File: src/rtl/reg_dump_uart_pkg.sv
// Shared definitions for the register dumper: sequencing states and UART 8N1 framing constants.
package reg_dump_uart_pkg;

  typedef enum logic [2:0] {
    ST_IDLE,
    ST_HDR,
    ST_SEL,
    ST_CAP,
    ST_TXW,
    ST_DONE
  } state_t;

  localparam int   UART_BITS  = 10;
  localparam logic UART_START = 1'b0;
  localparam logic UART_STOP  = 1'b1;

  // Byte n of a word, counted from the most significant byte.
  function automatic logic [7:0] word_byte(input logic [31:0] w, input logic [1:0] n);
    int sh;
    sh = 24 - 8 * int'(n);
    return w[sh +: 8];
  endfunction

endpackage

File: src/rtl/reg_dump_uart_tx.sv
// UART 8N1 byte transmitter; ready rises during the last stop-bit cycle so a
// byte offered then starts on the very next cycle with no idle gap.
module uart_tx_byte
  import reg_dump_uart_pkg::*;
#(
  parameter int CLK_DIV = 868
) (
  input  logic       clk,
  input  logic       rst,
  input  logic [7:0] din,
  input  logic       valid,
  output logic       ready,
  output logic       txd
);

  localparam int DIV_W = (CLK_DIV > 1) ? $clog2(CLK_DIV) : 1;
  localparam int BIT_W = $clog2(UART_BITS);
  localparam logic [DIV_W-1:0] DIV_LAST = DIV_W'(CLK_DIV - 1);
  localparam logic [BIT_W-1:0] BIT_LAST = BIT_W'(UART_BITS - 1);

  logic                 r_active;
  logic [DIV_W-1:0]     r_div;
  logic [BIT_W-1:0]     r_bit;
  logic [UART_BITS-1:0] r_frame;
  logic                 w_bit_end;
  logic                 w_last;
  logic                 w_accept;

  assign w_bit_end = (r_div == DIV_LAST);
  assign w_last    = r_active && w_bit_end && (r_bit == BIT_LAST);
  assign ready     = !r_active || w_last;
  assign w_accept  = valid && ready;
  assign txd       = r_active ? r_frame[0] : UART_STOP;

  always_ff @(posedge clk or negedge rst) begin
    if (!rst) begin
      r_active <= 1'b0;
      r_div    <= '0;
      r_bit    <= '0;
    end else if (w_accept) begin
      r_active <= 1'b1;
      r_div    <= '0;
      r_bit    <= '0;
    end else if (r_active) begin
      if (w_bit_end) begin
        r_div <= '0;
        if (r_bit == BIT_LAST) r_active <= 1'b0;
        else                   r_bit    <= r_bit + 1'b1;
      end else begin
        r_div <= r_div + 1'b1;
      end
    end
  end

  // Shift register holds the whole frame; bit 0 is always the one on the line.
  always_ff @(posedge clk) begin
    if (w_accept)                   r_frame <= {UART_STOP, din, UART_START};
    else if (r_active && w_bit_end) r_frame <= {UART_STOP, r_frame[UART_BITS-1:1]};
  end

endmodule

File: src/rtl/reg_dump_uart.sv
// Debug register dumper: walks reg_sel over 0..NREG-1, captures each word and
// streams header + words MSB byte first over a UART 8N1 line.
module reg_dump_uart
  import reg_dump_uart_pkg::*;
#(
  parameter int         CLK_DIV  = 868,
  parameter int         NREG     = 32,
  parameter logic [7:0] HDR_BYTE = 8'hA5
) (
  input  logic        clk,
  input  logic        rst,
  input  logic        dump_req,
  input  logic [31:0] reg_data,
  output logic [4:0]  reg_sel,
  output logic        txd,
  output logic        busy,
  output logic        done
);

  localparam logic [4:0] IDX_LAST = 5'(NREG - 1);

  state_t      r_state;
  state_t      w_state_nxt;
  logic [4:0]  r_idx;
  logic [2:0]  r_bcnt;
  logic [31:0] r_word;
  logic        w_tx_valid;
  logic        w_tx_ready;
  logic [7:0]  w_tx_din;
  logic        w_tx_accept;

  uart_tx_byte #(
    .CLK_DIV(CLK_DIV)
  ) u_tx (
    .clk  (clk),
    .rst  (rst),
    .din  (w_tx_din),
    .valid(w_tx_valid),
    .ready(w_tx_ready),
    .txd  (txd)
  );

  assign w_tx_accept = w_tx_valid && w_tx_ready;

  always_comb begin
    w_state_nxt = r_state;
    w_tx_valid  = 1'b0;
    w_tx_din    = HDR_BYTE;
    case (r_state)
      ST_IDLE: begin
        // Header is handed over on the accepting edge so its start bit coincides with busy.
        if (dump_req) begin
          w_tx_valid  = 1'b1;
          w_state_nxt = ST_HDR;
        end
      end
      ST_HDR: begin
        if (w_tx_ready) w_state_nxt = ST_SEL;
      end
      ST_SEL: w_state_nxt = ST_CAP;
      ST_CAP: begin
        // First byte comes straight from reg_data to keep the inter-register gap at two cycles.
        w_tx_valid  = 1'b1;
        w_tx_din    = reg_data[31:24];
        w_state_nxt = ST_TXW;
      end
      ST_TXW: begin
        if (r_bcnt != 3'd4) begin
          w_tx_valid = 1'b1;
          w_tx_din   = word_byte(r_word, r_bcnt[1:0]);
        end else if (w_tx_ready) begin
          w_state_nxt = (r_idx == IDX_LAST) ? ST_DONE : ST_SEL;
        end
      end
      ST_DONE: w_state_nxt = ST_IDLE;
      default: w_state_nxt = ST_IDLE;
    endcase
  end

  always_ff @(posedge clk or negedge rst) begin
    if (!rst) begin
      r_state <= ST_IDLE;
      r_idx   <= '0;
      r_bcnt  <= '0;
    end else begin
      r_state <= w_state_nxt;
      if (r_state == ST_IDLE)
        r_idx <= '0;
      else if (r_state == ST_TXW && w_state_nxt == ST_SEL)
        r_idx <= r_idx + 5'd1;
      if (r_state == ST_CAP)
        r_bcnt <= 3'd1;
      else if (r_state == ST_TXW && w_tx_accept)
        r_bcnt <= r_bcnt + 3'd1;
    end
  end

  always_ff @(posedge clk) begin
    if (r_state == ST_CAP) r_word <= reg_data;
  end

  assign busy    = (r_state != ST_IDLE) && (r_state != ST_DONE);
  assign done    = (r_state == ST_DONE);
  assign reg_sel = (r_state == ST_SEL || r_state == ST_CAP || r_state == ST_TXW) ? r_idx : 5'd0;

endmodule
File: config.mk
export PLATFORM = sky130hd
export DESIGN_NAME = reg_dump_uart
export DESIGN_NICKNAME = d
export VERILOG_FILES = /design/src/rtl/reg_dump_uart_pkg.sv /design/src/rtl/reg_dump_uart_tx.sv /design/src/rtl/reg_dump_uart.sv
export SDC_FILE = /design/constraint.sdc
export NUM_CORES = 1
export LEC_CHECK = 0
export ABC_AREA = 1
export BUFFER_PORTS_ARGS = -buffer_cell sky130_fd_sc_hd__buf_4
export CAP_MARGIN = 30
export CORE_AREA = 2 2 110 112
export DETAILED_ROUTE_END_ITERATION = 10
export DIE_AREA = 0 0 112 114
export RECOVER_POWER = 50
export SLEW_MARGIN = 40
export SYNTH_ARGS = -nofsm -noshare
export SYNTH_HDL_FRONTEND = slang
export SYNTH_SLANG_ARGS = --single-unit
File: constraint.sdc
create_clock -name clk -period 2.5 [get_ports clk]
set_input_delay 0.5 -clock clk [delete_from_list [all_inputs] [get_ports clk]]
set_output_delay 0.5 -clock clk [all_outputs]
set_load 0.005 [all_outputs]
# After elaboration in Yosys (flattened, before gate mapping)
# Cells that the tools add are included.
[totals]
ff_bits = 67
input_bits = 35
out_inout_bits = 8
word_cells = 75
[classes]
add_sub_neg = 5
n_eq_ne = 12
n_shift = 1
muxes = 30
n_reduce_logical = 18
[op_table]
columns = ["operator", "count"]
rows = [
  ["32-bit by 6-bit variable part select with 8-bit output", 1],
  ["10-bit two-way mux", 3],
  ["3-bit two-way mux", 7],
  ["9-bit two-way mux", 2],
  ["4-bit two-way mux", 4],
  ["8-bit one-hot mux with 2 select lines", 1],
  ["5-bit two-way mux", 3],
  ["3-bit one-hot mux with 5 select lines", 1],
  ["10-bit by 1-bit adder with 10-bit output (second input constant)", 1],
  ["10-bit equality test (second input constant)", 1],
  ["2-bit nonzero test", 5],
  ["3-bit by 2-bit equality test with 1-bit output (second input constant)", 3],
  ["8-bit two-way mux", 1],
  ["1-bit two-way mux", 7],
  ["3-bit equality test (second input constant)", 2],
  ["1-bit logical AND", 6],
  ["3-bit != test (second input constant)", 2],
  ["5-bit by 5-bit subtractor with 6-bit output (first input constant)", 1],
  ["5-bit by 1-bit adder with 5-bit output (second input constant)", 1],
  ["5-bit equality test (second input constant)", 1],
  ["4-bit by 1-bit adder with 4-bit output (second input constant)", 1],
  ["4-bit equality test (second input constant)", 1],
  ["3-bit by 1-bit adder with 3-bit output (second input constant)", 1],
  ["3-bit by 1-bit equality test with 1-bit output (second input constant)", 1],
  ["other kinds (7)", 9],
]

# Longest topological paths before layout
[logic_depth]
ltp_word = 11
mapped_depth = 12

# Hierarchy
# A second synthesis with hierarchy kept.
[hier_totals]
cells_unflattened = 374
hier_area_um2 = 3435.8
[modules_own_cells]
columns = ["module", "instances", "cells_each", "area_per_inst_um2", "seq_area_each_um2"]
rows = [
  ["reg_dump_uart", 1, 207, 2040.7, 1236.2],
  ["uart_tx_byte", 1, 167, 1395.1, 635.6],
]

# Worst setup path after synthesis
# OpenSTA, ideal clock, no wires.
[synth_path]
kind = "register -> output"
start = "register r_state[2]"
end = "output port reg_sel[0]"
arrival_ns = 1.681
setup_slack_ns = 0.319
path_stages_with_launch = 8
path_buffers = 0
cell_sequence = "dfrtp_1 -> inv_2 -> nand2_2 -> nor2_4 -> inv_4 -> nand2_1 -> nor2_1 -> nor2_1"
[synth_between]
elab_chain_len = 4
elab_cells_between_ends = 6
[synth_lines]
columns = ["item", "line_no", "rtl"]
rows = [
  ["start, declared", "reg_dump_uart.sv:22", "state_t r_state;"],
  ["start signal, assigned", "reg_dump_uart.sv:86", "r_state <= w_state_nxt;"],
  ["3-bit by 2-bit equality test with 1-bit output", "reg_dump_uart.sv:104", "assign reg_sel = (r_state == ST_SEL || r_state == ST_CAP || r_state == ST_TXW) ? r_idx : 5'd0;"],
  ["1-bit logical OR", "reg_dump_uart.sv:104", ""],
  ["1-bit logical OR (*)", "reg_dump_uart.sv:104", ""],
  ["5-bit two-way mux (*)", "reg_dump_uart.sv:104", ""],
  ["end, declared", "reg_dump_uart.sv:14", "output logic [4:0] reg_sel,"],
]
# Mark *: on every way between the ends. The rest lies on a longest branch, timed or not.

# Final worst setup path
[layout_path]
start = "register r_state[0]"
end = "output port reg_sel[3]"
# The elaborated chain is that of the path after synthesis.

==> summary.md <==
| Metric | Value |
|---|---|
| NumNets Final | 453 |
| Mapped Nets | 404 |
| Max-cap violations | 1 |
| CTS tree | yes |
| DP HPWL | 4820 µm |
| Clk network pwr share | 49.5% |
| Vias | 2562 |
| Num CTS Buffers | 9 |
| Worst Reg-to-Reg Cells | 7 |
| Drt wl/cell | 11.8 µm |
| Maximum clock path buffer count | 2 |
| Share of cells above drive strength 1 | 19.5% |
| Switching Fraction | 18.7% |
| Yosys top cell area share | 35.6% |
| Fillers | 1209 |
| Postcts setup bufs | 0 |
| Ranking of synthesized cells by area | edfxtp_1 36%, dfrtp_1 19%, nand2_1 9.8% |
| Clk Latency, worst-skew pair | 320 ps |
| Asr flop ratio synth | 38.8% |
| Combinational power share | 1.9% |
| Antenna violations before repair | 0 |
| Root Buffer | clkbuf_16 |
| Vias in the first global route | 2421 |
| Final hold violation count | 0 |
| Worst-path clk slew | 50 ps |
| Placed Area | 0.00385 mm² |
| Wirelength, routed | 6640 µm |
| P per Cell Area | 587 mW/mm² |
| Pre-CTS WS | 368 ps |
| Worst min path class | in -> reg |
| CP Launch Type | register |
| Drc violations | 0 |
| Antenna-violating nets left | 0 |
| Mapped Avg Cell Area | 9.33 µm² |
| Initial core utilization | 28.8% |
| Fmax | 0.450 GHz |
| Sequential area share after synthesis | 55.4% |
| RSZ-0062 raised after global routing | false |
| First-pass GRT wire length | 11600 µm |
| Synth Flop Type | edfxtp_1 |
| Hold Path Cell Cnt | 1 |
| Static Leakage | 1.77 nW |
| Most frequent CP cell | nor2_1 |
| Ports | 43 |
| Max transition margin | 0.864% |
| Cell Rows | 40 |
| Warning count from the yosys run | 0 |
| Via-per-instance ratio | 4.55 |
| Critical Path RT | 2000 ps |
| Sequential Power Share | 48.6% |
| CTS Sinks | 67 |
| CTS resizes | 0 |
| Final worst path period need | 2220 ps |
| Synth Cell Area | 0.00338 mm² |
| Pint | 1.96 mW |
| Tightest Pin Transition | 1490 ps |
| Post-Syn Instances | 362 |
| Crit-path max FO | 9 |
| Final-report max-slew violation count | 0 |
| Worst EP arrival | 1720 ps |
| #FFs+latches synth | 67 |
| Sw Pwr | 0.452 mW |
| Die X | 112 µm |
| Hold Buf Count CTS | 0 |
| Max incr delay on CP | 380 ps |
| Gr usage total | 11.1% |
| Setup violators final | 0 |
| Number of port buffers | 42 |
| CP Cell Sequence | inv_2, nand2_2, nor2_4, inv_1, nand2_1, nor2_1, nor2_1, buf_4 |
| Die area | 0.0128 mm² |
| Number of H-tree levels | 3 |
| DRT Pass-1 Iters | 4 |
| Core ar. | 0.0117 mm² |
| DRT iter0 DRCs | 83 |
| Die Ht | 114 µm |
| Largest net degree at the start of global routing | 41 |
| CP Capture Type | output port |
| Ant diodes | 0 |
| Setup WS post-layout | 280 ps |
| Setup TNS | 0 ps |
| Largest area contributor in the netlist | edfxtp_1 |
| Final period util | 88.8% |
| Total global routing overflow | 0 |
| Outcome | finished with violations |
| CP Class | reg -> out |
| Area Overhead vs Synth | 21.8% |
| Failing checks | capacitance limit |
| Finished Cell Area | 0.00411 mm² |
| EDFF count, synth | 40 |
| Max IR drop VDD | 0.427 mV |
| Worst Clk Skew | 4.92 ps |
| Distinct cells, synth | 35 |
| RD Place Congestion | 0.793 |
| Slowest-stage cell, CP | dfrtp_1 |
[metal layers]
metal	up-vias	GRT usage, %	wire length (µm)
met4	0	4.07	78
li1	1312	-	-
met3	9	2.50	276
met2	58	17.8	3090
met5	-	0	0
met1	1183	15.0	3190
[layout by cell type, fill, tap and decap left out, drive strengths merged, types with 2 or more instances in the layout]
master	n
nand3	40
edfxtp	40
xor2	4
o211ai	3
dfrtp	26
xnor2	2
clkinv	5
ha	7
nor2	54
o21ai	19
clkbuf	44
o22ai	4
inv	35
nand2	94
nand4	13
buf	12
clkinvlp	2
a21oi	5
[cells by family (layout without fill, tap and decap cells)]
kind of cell / count (synthesis) / in the layout / share of synthesized area (%)
and+or+nand+nor: 205 / 205 / 29.3
DFF: 67 / 67 / 55.4
buffers and inverters: 45 / 99 / 5.93
AOI/OAI and AO/OA: 32 / 32 / 5.26
adders and majority gates: 7 / 7 / 2.59
xor gates and xnor gates: 6 / 6 / 1.56
[area by class of cell]
class	count	area [µm²]	share of cell area, %
Clock buffer	10	229	5.57
Inverter	37	143	3.47
Multi-Input combinational cell	250	1310	31.8
Clock inverter	6	56.3	1.37
Timing Repair Buffer	46	324	7.88
Sequential cell	67	1870	45.5
Tap cell	147	184	4.47
[sequential cells by signal, indices dropped and copies added (netlist names)]
name	flops
r_word	32
u_tx.r_div	10
u_tx.r_frame	9
r_idx	5
u_tx.r_bit	4
r_bcnt	3
r_state	3
u_tx.r_active	1
[Yosys cell counts (5+ instances only)]
cell / n
nand2_1: 88
nor2_1: 46
edfxtp_1: 40
nand3_1: 38
inv_1: 29
dfrtp_1: 26
o21ai_0: 17
nand4_1: 9
ha_1: 7
a21oi_1: 5
inv_2: 5
[power by group through the flow]
stage	logic [mW]	registers (mW)	clock network [mW]
after floorplan	0.00000121	1.19	0
after global placement	0.0515	1.19	0
after detailed placement	0.0527	1.19	0
after CTS	0.0526	1.17	1.23
after global routing	0.0512	1.17	1.28
final	0.0447	1.17	1.20
[worst paths after layout]
kind	startpoint	to	slack [ps]
setup reg to reg	u_tx.r_div[0]$_DFFE_PN0P_	u_tx.r_frame[8]$_DFFE_PP_	390
hold / removal	reg_data[10]	r_word[10]$_DFFE_PN_	370
setup / recovery	r_state[0]$_DFF_PN0_	reg_sel[3]	280
min in group asynchronous	rst	r_idx[3]$_DFFE_PN0P_	530
hold reg to reg	u_tx.r_frame[1]$_DFFE_PP_	u_tx.r_frame[0]$_SDFFE_PP0P_	520
max in group asynchronous	rst	r_bcnt[0]$_DFFE_PN0P_	1100
[metrics by stage]
step	power [mW]	hold WS, ps	cells	utilization, %
final	2.41	372	563	35.1
after global routing	2.50	363	563	35.1
after CTS	2.46	103	563	35.3
after detailed placement	1.25	448	547	32.9
after global placement	1.25	443	547	32.9
after floorplan	1.19	204	362	-
[critical path, delay by kind of cell (launching register included)]
family / cells / cell delay, ps
simple gates: 5 / 750
buf+inv: 3 / 270
flops: 1 / 380
Power figures use the tool's default switching activity.
